==> src/rtl/snn_pkg.sv <==
// Shared definitions for the spiking-network front end.
//   LFSR_WIDTH / LFSR_TAPS : geometry of the 16-bit Galois LFSR (right shift)
//   enc_state_t            : spike_rate_encoder FSM state encoding
//   lfsr_next()            : one Galois step, used by the LFSR register
package snn_pkg;

    localparam int          LFSR_WIDTH = 16;
    localparam logic [15:0] LFSR_TAPS  = 16'hB400;

    typedef enum logic {
        ENC_IDLE = 1'b0,
        ENC_RUN  = 1'b1
    } enc_state_t;

    function automatic logic [LFSR_WIDTH-1:0] lfsr_next(input logic [LFSR_WIDTH-1:0] l);
        return (l >> 1) ^ (l[0] ? LFSR_TAPS : '0);
    endfunction

endpackage

==> src/rtl/spike_rate_encoder_if.sv <==
// Sample-in / spike-out bundle of the rate encoder.
//   pix_valid, pix_data : sample from the source
//   pix_ready           : encoder can take a sample
//   spike_out           : spike of the current timestep (valid only with step_valid)
//   step_valid          : one-cycle pulse per timestep
//   busy                : window in progress
//   done                : pulse on the last step_valid of a window
// Handshake: a sample transfers on every rising clk edge where pix_valid and
// pix_ready are both high; the source holds pix_data stable until then.
interface spike_rate_encoder_if #(
    parameter int DATA_WIDTH = 8
);
    logic                  pix_valid;
    logic [DATA_WIDTH-1:0] pix_data;
    logic                  pix_ready;
    logic                  spike_out;
    logic                  step_valid;
    logic                  busy;
    logic                  done;

    modport master (
        output pix_valid, pix_data,
        input  pix_ready, spike_out, step_valid, busy, done
    );

    modport slave (
        input  pix_valid, pix_data,
        output pix_ready, spike_out, step_valid, busy, done
    );
endinterface

==> src/rtl/snn_lfsr16.sv <==
// 16-bit Galois LFSR register (taps 16'hB400, shift right).
//   clk, rst : clock, asynchronous active-high reset (loads the seed)
//   en       : advance one step on this edge
//   q        : current LFSR value
// An all-zero seed would lock the LFSR, so it is replaced by 16'h0001.
module snn_lfsr16
    import snn_pkg::*;
#(
    parameter logic [15:0] SEED = 16'hACE1
) (
    input  logic                  clk,
    input  logic                  rst,
    input  logic                  en,
    output logic [LFSR_WIDTH-1:0] q
);
    localparam logic [LFSR_WIDTH-1:0] SEED_EFF = (SEED == 16'h0000) ? 16'h0001 : SEED;

    always_ff @(posedge clk or posedge rst) begin
        if (rst)     q <= SEED_EFF;
        else if (en) q <= lfsr_next(q);
    end
endmodule

==> src/rtl/spike_rate_encoder.sv <==
// Rate encoder: latches one intensity sample and emits NUM_STEPS timesteps,
// each spiking when the freshly advanced LFSR value is below the intensity.
//   clk, rst  : clock, asynchronous active-high reset
//   pix       : sample handshake and spike/step/done outputs (slave side)
//   state_dbg : current FSM state
//   lfsr_dbg  : current LFSR value
module spike_rate_encoder
    import snn_pkg::*;
#(
    parameter int          DATA_WIDTH = 8,
    parameter int          NUM_STEPS  = 16,
    parameter int          STEP_DIV   = 1,
    parameter logic [15:0] LFSR_SEED  = 16'hACE1
) (
    input  logic                  clk,
    input  logic                  rst,
    spike_rate_encoder_if.slave   pix,
    output enc_state_t            state_dbg,
    output logic [LFSR_WIDTH-1:0] lfsr_dbg
);
    localparam int STEP_W = $clog2(NUM_STEPS + 1);
    localparam int DIV_W  = $clog2(STEP_DIV + 1);
    localparam logic [STEP_W-1:0] STEP_LAST = STEP_W'(NUM_STEPS - 1);
    localparam logic [DIV_W-1:0]  DIV_LAST  = DIV_W'(STEP_DIV - 1);
    // Only the low DATA_WIDTH bits of the LFSR form the random number.
    localparam logic [LFSR_WIDTH-1:0] RND_MASK = LFSR_WIDTH'((32'd1 << DATA_WIDTH) - 32'd1);

    enc_state_t            state, next_state;
    logic [DIV_W-1:0]      div_cnt;
    logic [STEP_W-1:0]     step_cnt;
    logic [DATA_WIDTH-1:0] pix_data_q;
    logic [LFSR_WIDTH-1:0] lfsr_q;
    logic [LFSR_WIDTH-1:0] rnd;
    logic                  accept, tick, last_tick, spike;
    logic                  ready_c, busy_c;
    logic                  step_valid_q, spike_q, done_q;

    assign accept    = pix.pix_valid && ready_c;
    assign tick      = (state == ENC_RUN) && (div_cnt == DIV_LAST);
    assign last_tick = tick && (step_cnt == STEP_LAST);

    // The spike decision looks at the value the LFSR takes on this tick.
    assign rnd   = lfsr_next(lfsr_q) & RND_MASK;
    assign spike = (pix_data_q == '1) ? 1'b1 : (rnd < LFSR_WIDTH'(pix_data_q));

    snn_lfsr16 #(.SEED(LFSR_SEED)) u_lfsr (
        .clk (clk),
        .rst (rst),
        .en  (tick),
        .q   (lfsr_q)
    );

    // FSM: state register
    always_ff @(posedge clk or posedge rst) begin
        if (rst) state <= ENC_IDLE;
        else     state <= next_state;
    end

    // FSM: next state
    always_comb begin
        next_state = state;
        case (state)
            ENC_IDLE: if (accept)    next_state = ENC_RUN;
            ENC_RUN:  if (last_tick) next_state = ENC_IDLE;
            default:                 next_state = ENC_IDLE;
        endcase
    end

    // FSM: outputs. Ready already returns in the done cycle, so the next
    // sample can follow without a bubble.
    always_comb begin
        ready_c = 1'b0;
        busy_c  = 1'b0;
        case (state)
            ENC_IDLE: ready_c = 1'b1;
            ENC_RUN:  busy_c  = 1'b1;
            default:  ready_c = 1'b1;
        endcase
    end

    // Sample latch, divider, step counter and registered step outputs
    always_ff @(posedge clk or posedge rst) begin
        if (rst) begin
            pix_data_q   <= '0;
            div_cnt      <= '0;
            step_cnt     <= '0;
            step_valid_q <= 1'b0;
            spike_q      <= 1'b0;
            done_q       <= 1'b0;
        end else begin
            if (accept) begin
                pix_data_q <= pix.pix_data;
                div_cnt    <= '0;
                step_cnt   <= '0;
            end else if (state == ENC_RUN) begin
                div_cnt <= tick ? '0 : div_cnt + DIV_W'(1);
                if (tick) step_cnt <= step_cnt + STEP_W'(1);
            end
            step_valid_q <= tick;
            spike_q      <= tick && spike;
            done_q       <= last_tick;
        end
    end

    assign pix.pix_ready  = ready_c;
    assign pix.busy       = busy_c;
    assign pix.step_valid = step_valid_q;
    assign pix.spike_out  = spike_q;
    assign pix.done       = done_q;
    assign state_dbg      = state;
    assign lfsr_dbg       = lfsr_q;
endmodule

==> src/flat_wrapper.sv <==
// flat-port wrapper written by rule: the top's interface ports become plain ports
module spike_rate_encoder_flat import snn_pkg::*;
#(
    parameter int          DATA_WIDTH = 8,
    parameter int          NUM_STEPS  = 16,
    parameter int          STEP_DIV   = 1,
    parameter logic [15:0] LFSR_SEED  = 16'hACE1
)
  (clk, rst, state_dbg, lfsr_dbg, pix_pix_valid, pix_pix_data, pix_pix_ready, pix_spike_out, pix_step_valid, pix_busy, pix_done);
  spike_rate_encoder_if #(.DATA_WIDTH(DATA_WIDTH)) pix_i ();
  input  logic clk;
  input  logic rst;
  output enc_state_t state_dbg;
  output logic [LFSR_WIDTH-1:0] lfsr_dbg;
  input wire logic [$bits(pix_i.pix_valid)-1:0] pix_pix_valid;
  input wire logic [$bits(pix_i.pix_data)-1:0] pix_pix_data;
  output wire logic [$bits(pix_i.pix_ready)-1:0] pix_pix_ready;
  output wire logic [$bits(pix_i.spike_out)-1:0] pix_spike_out;
  output wire logic [$bits(pix_i.step_valid)-1:0] pix_step_valid;
  output wire logic [$bits(pix_i.busy)-1:0] pix_busy;
  output wire logic [$bits(pix_i.done)-1:0] pix_done;
  assign pix_i.pix_valid = pix_pix_valid;
  assign pix_i.pix_data = pix_pix_data;
  assign pix_pix_ready = pix_i.pix_ready;
  assign pix_spike_out = pix_i.spike_out;
  assign pix_step_valid = pix_i.step_valid;
  assign pix_busy = pix_i.busy;
  assign pix_done = pix_i.done;
  spike_rate_encoder #(.DATA_WIDTH(DATA_WIDTH), .NUM_STEPS(NUM_STEPS), .STEP_DIV(STEP_DIV), .LFSR_SEED(LFSR_SEED)) u_core (.clk(clk), .rst(rst), .pix(pix_i), .state_dbg(state_dbg), .lfsr_dbg(lfsr_dbg));
endmodule
==> config.mk <==
export PLATFORM = sky130hd
export DESIGN_NAME = spike_rate_encoder_flat
export DESIGN_NICKNAME = d
export VERILOG_FILES = /design/src/rtl/snn_pkg.sv /design/src/rtl/spike_rate_encoder_if.sv /design/src/rtl/snn_lfsr16.sv /design/src/rtl/spike_rate_encoder.sv /design/src/flat_wrapper.sv
export SDC_FILE = /design/constraint.sdc
export NUM_CORES = 1
export LEC_CHECK = 0
export CAP_MARGIN = 0
export CORE_MARGIN = 10
export CORE_UTILIZATION = 46
export DETAILED_ROUTE_END_ITERATION = 8
export GPL_TIMING_DRIVEN = 0
export PLACE_DENSITY = 0.74
export SLEW_MARGIN = 20
export SYNTH_ARGS = -nofsm -noshare
export SYNTH_HDL_FRONTEND = slang
export SYNTH_SLANG_ARGS = --single-unit
==> constraint.sdc <==
create_clock -name clk -period 4.25 [get_ports clk]
set_clock_uncertainty 0.2 [all_clocks]
set_input_delay 0.85 -clock clk [delete_from_list [all_inputs] [get_ports clk]]
set_output_delay 0.85 -clock clk [all_outputs]
set_load 0.05 [all_outputs]
==> impl_metrics.json <==
{
  "status": "finished clean",
  "cts-root-buf": "clkbuf_4",
  "power_leakage_uw": 0.000895,
  "worstSetupStartpointType": "flop",
  "synth_edf_count": 0,
  "routed_via_density": 4.95,
  "cp.arrival_ps": 1740,
  "hold_viol": 0,
  "dp_hpwl_um": 2510,
  "diodes": 0,
  "grt_pass1_vias": 1201,
  "path_delay_family": "buffers and inverters",
  "gp_congestion": 0.792,
  "ys.flop_type": "dfrtp_1",
  "swShare_pct": 35.1,
  "syn_to_final_growth_pct": 28.7,
  "pwr-share-seq_pct": 48.5,
  "wl_per_cell_um": 13.5,
  "post-route-min-period_ps": 2790,
  "ff2ff_path_depth": 4,
  "yosys.area_share.simple_pct": 20.1,
  "cp.depth": 1,
  "drt_iter0_drc": 60,
  "routed_wl_um": 3280,
  "synth.most_common_cell": "nand2_1",
  "max_freq_mhz": 359,
  "syn_area_um2": 1510,
  "routed-wl-met2_um": 1540,
  "rows": 20,
  "cp.required_ps": 3200,
  "port_buffers": 32,
  "power.switching_uw": 318,
  "synthTopCellsByArea": "dfrtp_1 (43%), dfstp_2 (14%), nand2_1 (13%)",
  "wl_met1_um": 1490,
  "synth_xor_area_share_pct": 1.74,
  "die_h_um": 77.3,
  "io_pins": 33,
  "grt_pass1_wl_um": 5750,
  "synth_warnings": 0,
  "design.die.area_um2": 5980,
  "cts_tree": "done",
  "synthTopCellsByCount": "nand2_1 (52), dfrtp_1 (26), o21ai_0 (18), inv_1 (10), ha_1 (9)",
  "drc": 0,
  "synth_seq_cells": 34,
  "start_util_pct": 48.8,
  "ant_nets": 0,
  "via_count": 1204,
  "cp_max_fo": 4,
  "endpoint_kind": "output port",
  "yosysUniqueCellTypes": 28,
  "crit_buf_inv": 1,
  "fp.dieW_um": 77.3,
  "pwr-share-clk_pct": 20.4,
  "holdWs_ps": 281,
  "syn_area_per_cell_um2": 9.51,
  "worstSkewPairLatency_ps": 340,
  "tns_ps": 0,
  "wl_met3_um": 177,
  "drive_above_1_share_pct": 11.1,
  "maxCapViolCount": 0,
  "highest_layer": "met4",
  "drv_slew": 0,
  "fill_cells": 286,
  "crit_type": "reg2out",
  "synth_compound_area_share_pct": 7.94,
  "cts_buffers": 5,
  "first_pass_iters": 4,
  "synthAdderAreaFrac_pct": 7.44,
  "rsz0062_at_grt": "no",
  "clkTransAtPathRegs_ps": 110,
  "critPathMaxStageDelay_ps": 820,
  "cts_setup_buffers": 0,
  "cts_resized": 0,
  "yosysTopAreaCell": "dfrtp_1",
  "grt_usage_pct": 11.8,
  "ys_async_sr_fraction_pct": 100,
  "nNetsFinal": 218,
  "crit_path_top_delay_cell": "clkdlybuf4s50_1",
  "core_area_um2": 3100,
  "setup_violations": 0,
  "clock-sinks": 34,
  "fin_crit_sh_pct": 65.5,
  "powerDensity_nw_per_um2": 465,
  "postCtsHoldBufs": 0,
  "relSlewSlack_pct": 54.2,
  "clockBufferDepth": 2,
  "p_comb_share_pct": 31.1,
  "tightest_slew_ps": 686,
  "htree_levels": 2,
  "syn-num-nets": 179,
  "ir_drop_uv": 242,
  "holdCritPathClass": "reg2reg",
  "antenna_found_initial": 0,
  "synth_top_area_share_pct": 43.0,
  "synth.area.mux_share_pct": 0.744,
  "critical_path.cell_chain": "clkdlybuf4s50_1",
  "synth.yosys.seq_area_share_pct": 56.9,
  "grt_max_degree": 35,
  "netlist_instances": 159,
  "synth_top_family_by_area": "simple AND/OR/NAND/NOR gates",
  "p_int_uw": 587,
  "grt_overflow": 0,
  "min_path_cells": 2
}
[layout by cell type, fill, tap and decap left out]
| cell | count |
|---|---|
| dfrtp_1 | 26 |
| a22o_1 | 1 |
| nor2_1 | 5 |
| clkdlybuf4s50_1 | 32 |
| or4_1 | 1 |
| clkbuf_4 | 5 |
| nand2b_1 | 1 |
| a2111oi_0 | 1 |
| and2_1 | 2 |
| xnor2_1 | 3 |
| nand3b_1 | 1 |
| nand2b_2 | 1 |
| inv_1 | 9 |
| o21ai_0 | 18 |
| clkbuf_1 | 7 |
| a21oi_1 | 1 |
| ha_1 | 9 |
| nand3_1 | 1 |
| dfstp_2 | 8 |
| a211oi_1 | 1 |
| clkbuf_8 | 1 |
| nand2_1 | 52 |
| nand4_1 | 3 |
| inv_2 | 2 |
| nor3_1 | 1 |
| buf_2 | 2 |
| mux2_2 | 1 |
| and3_1 | 1 |
| nor2b_1 | 1 |
| buf_4 | 1 |
| or2_2 | 1 |
[path summary, 6_finish.rpt]
check	from	end	slack [ps]
setup reg to reg	u_core.state_dbg	u_core.pix_data_q[4]	2530
hold reg to reg	u_core.u_lfsr.q[15]	u_core.u_lfsr.q[15]	280
min in group asynchronous	rst	u_core.u_lfsr.q[8]	750
hold / removal	u_core.u_lfsr.q[15]	u_core.u_lfsr.q[15]	280
setup / recovery	u_core.u_lfsr.q[7]	lfsr_dbg[7]	1460
max in group asynchronous	rst	u_core.pix_data_q[7]	2650
[power by group through the flow]
stage          clock [uW]  combinational [uW]  sequential [uW]
6_report              184                 282              439
5_1_grt               208                 321              449
3_5_place_dp            0                 286              447
4_1_cts               189                 287              440
3_3_place_gp            0                 270              440
2_1_floorplan           0                 176              461
[stage by stage]
step           std cells  setup WS [ps]  cell area [um^2]  power (uW)  utilization [%]
5_1_grt              243           1400              1950         978             62.7
3_5_place_dp         235           1640              1890         733             60.8
6_report             243           1460              1950         905             62.7
2_1_floorplan        159           2150              1510         637                -
3_3_place_gp         235           1730              1890         710             60.8
4_1_cts              243           1450              1950         917             62.7
[area by class of cell]
type                       instances  area [um^2]  area share (%)
buffer                             8         36.3            1.86
clock buffer                       8         58.8            3.02
inverter                          11         41.3            2.12
multi-input combinational        106          574            29.5
sequential                        34          861            44.2
tap                               44         55.1            2.83
timing repair buffer              32          320            16.5
[routing by layer]
layer	vias up	track usage, %
met5	-	0
met4	0	6.02
met3	8	4.26
met2	27	18.8
met1	580	13.7
li1	589	-
[registers in the layout (all words and copies together), names as in the netlist]
name	count
u_core.pix.spike_out	1
u_core.u_lfsr.q	16
u_core.step_cnt	5
u_core.div_cnt	1
u_core.pix.done	1
u_core.pix.step_valid	1
u_core.state_dbg	1
u_core.pix_data_q	8
[kinds of logic (layout without fill, tap and decap cells)]
logic type	after synthesis	count (layout)
buf+inv	19	59
xor+xnor	3	3
flops	34	34
simple gates	71	71
compound gates	22	22
mux	1	1
fa+ha+maj	9	9
No activity file was read; power rests on OpenSTA's default activity.
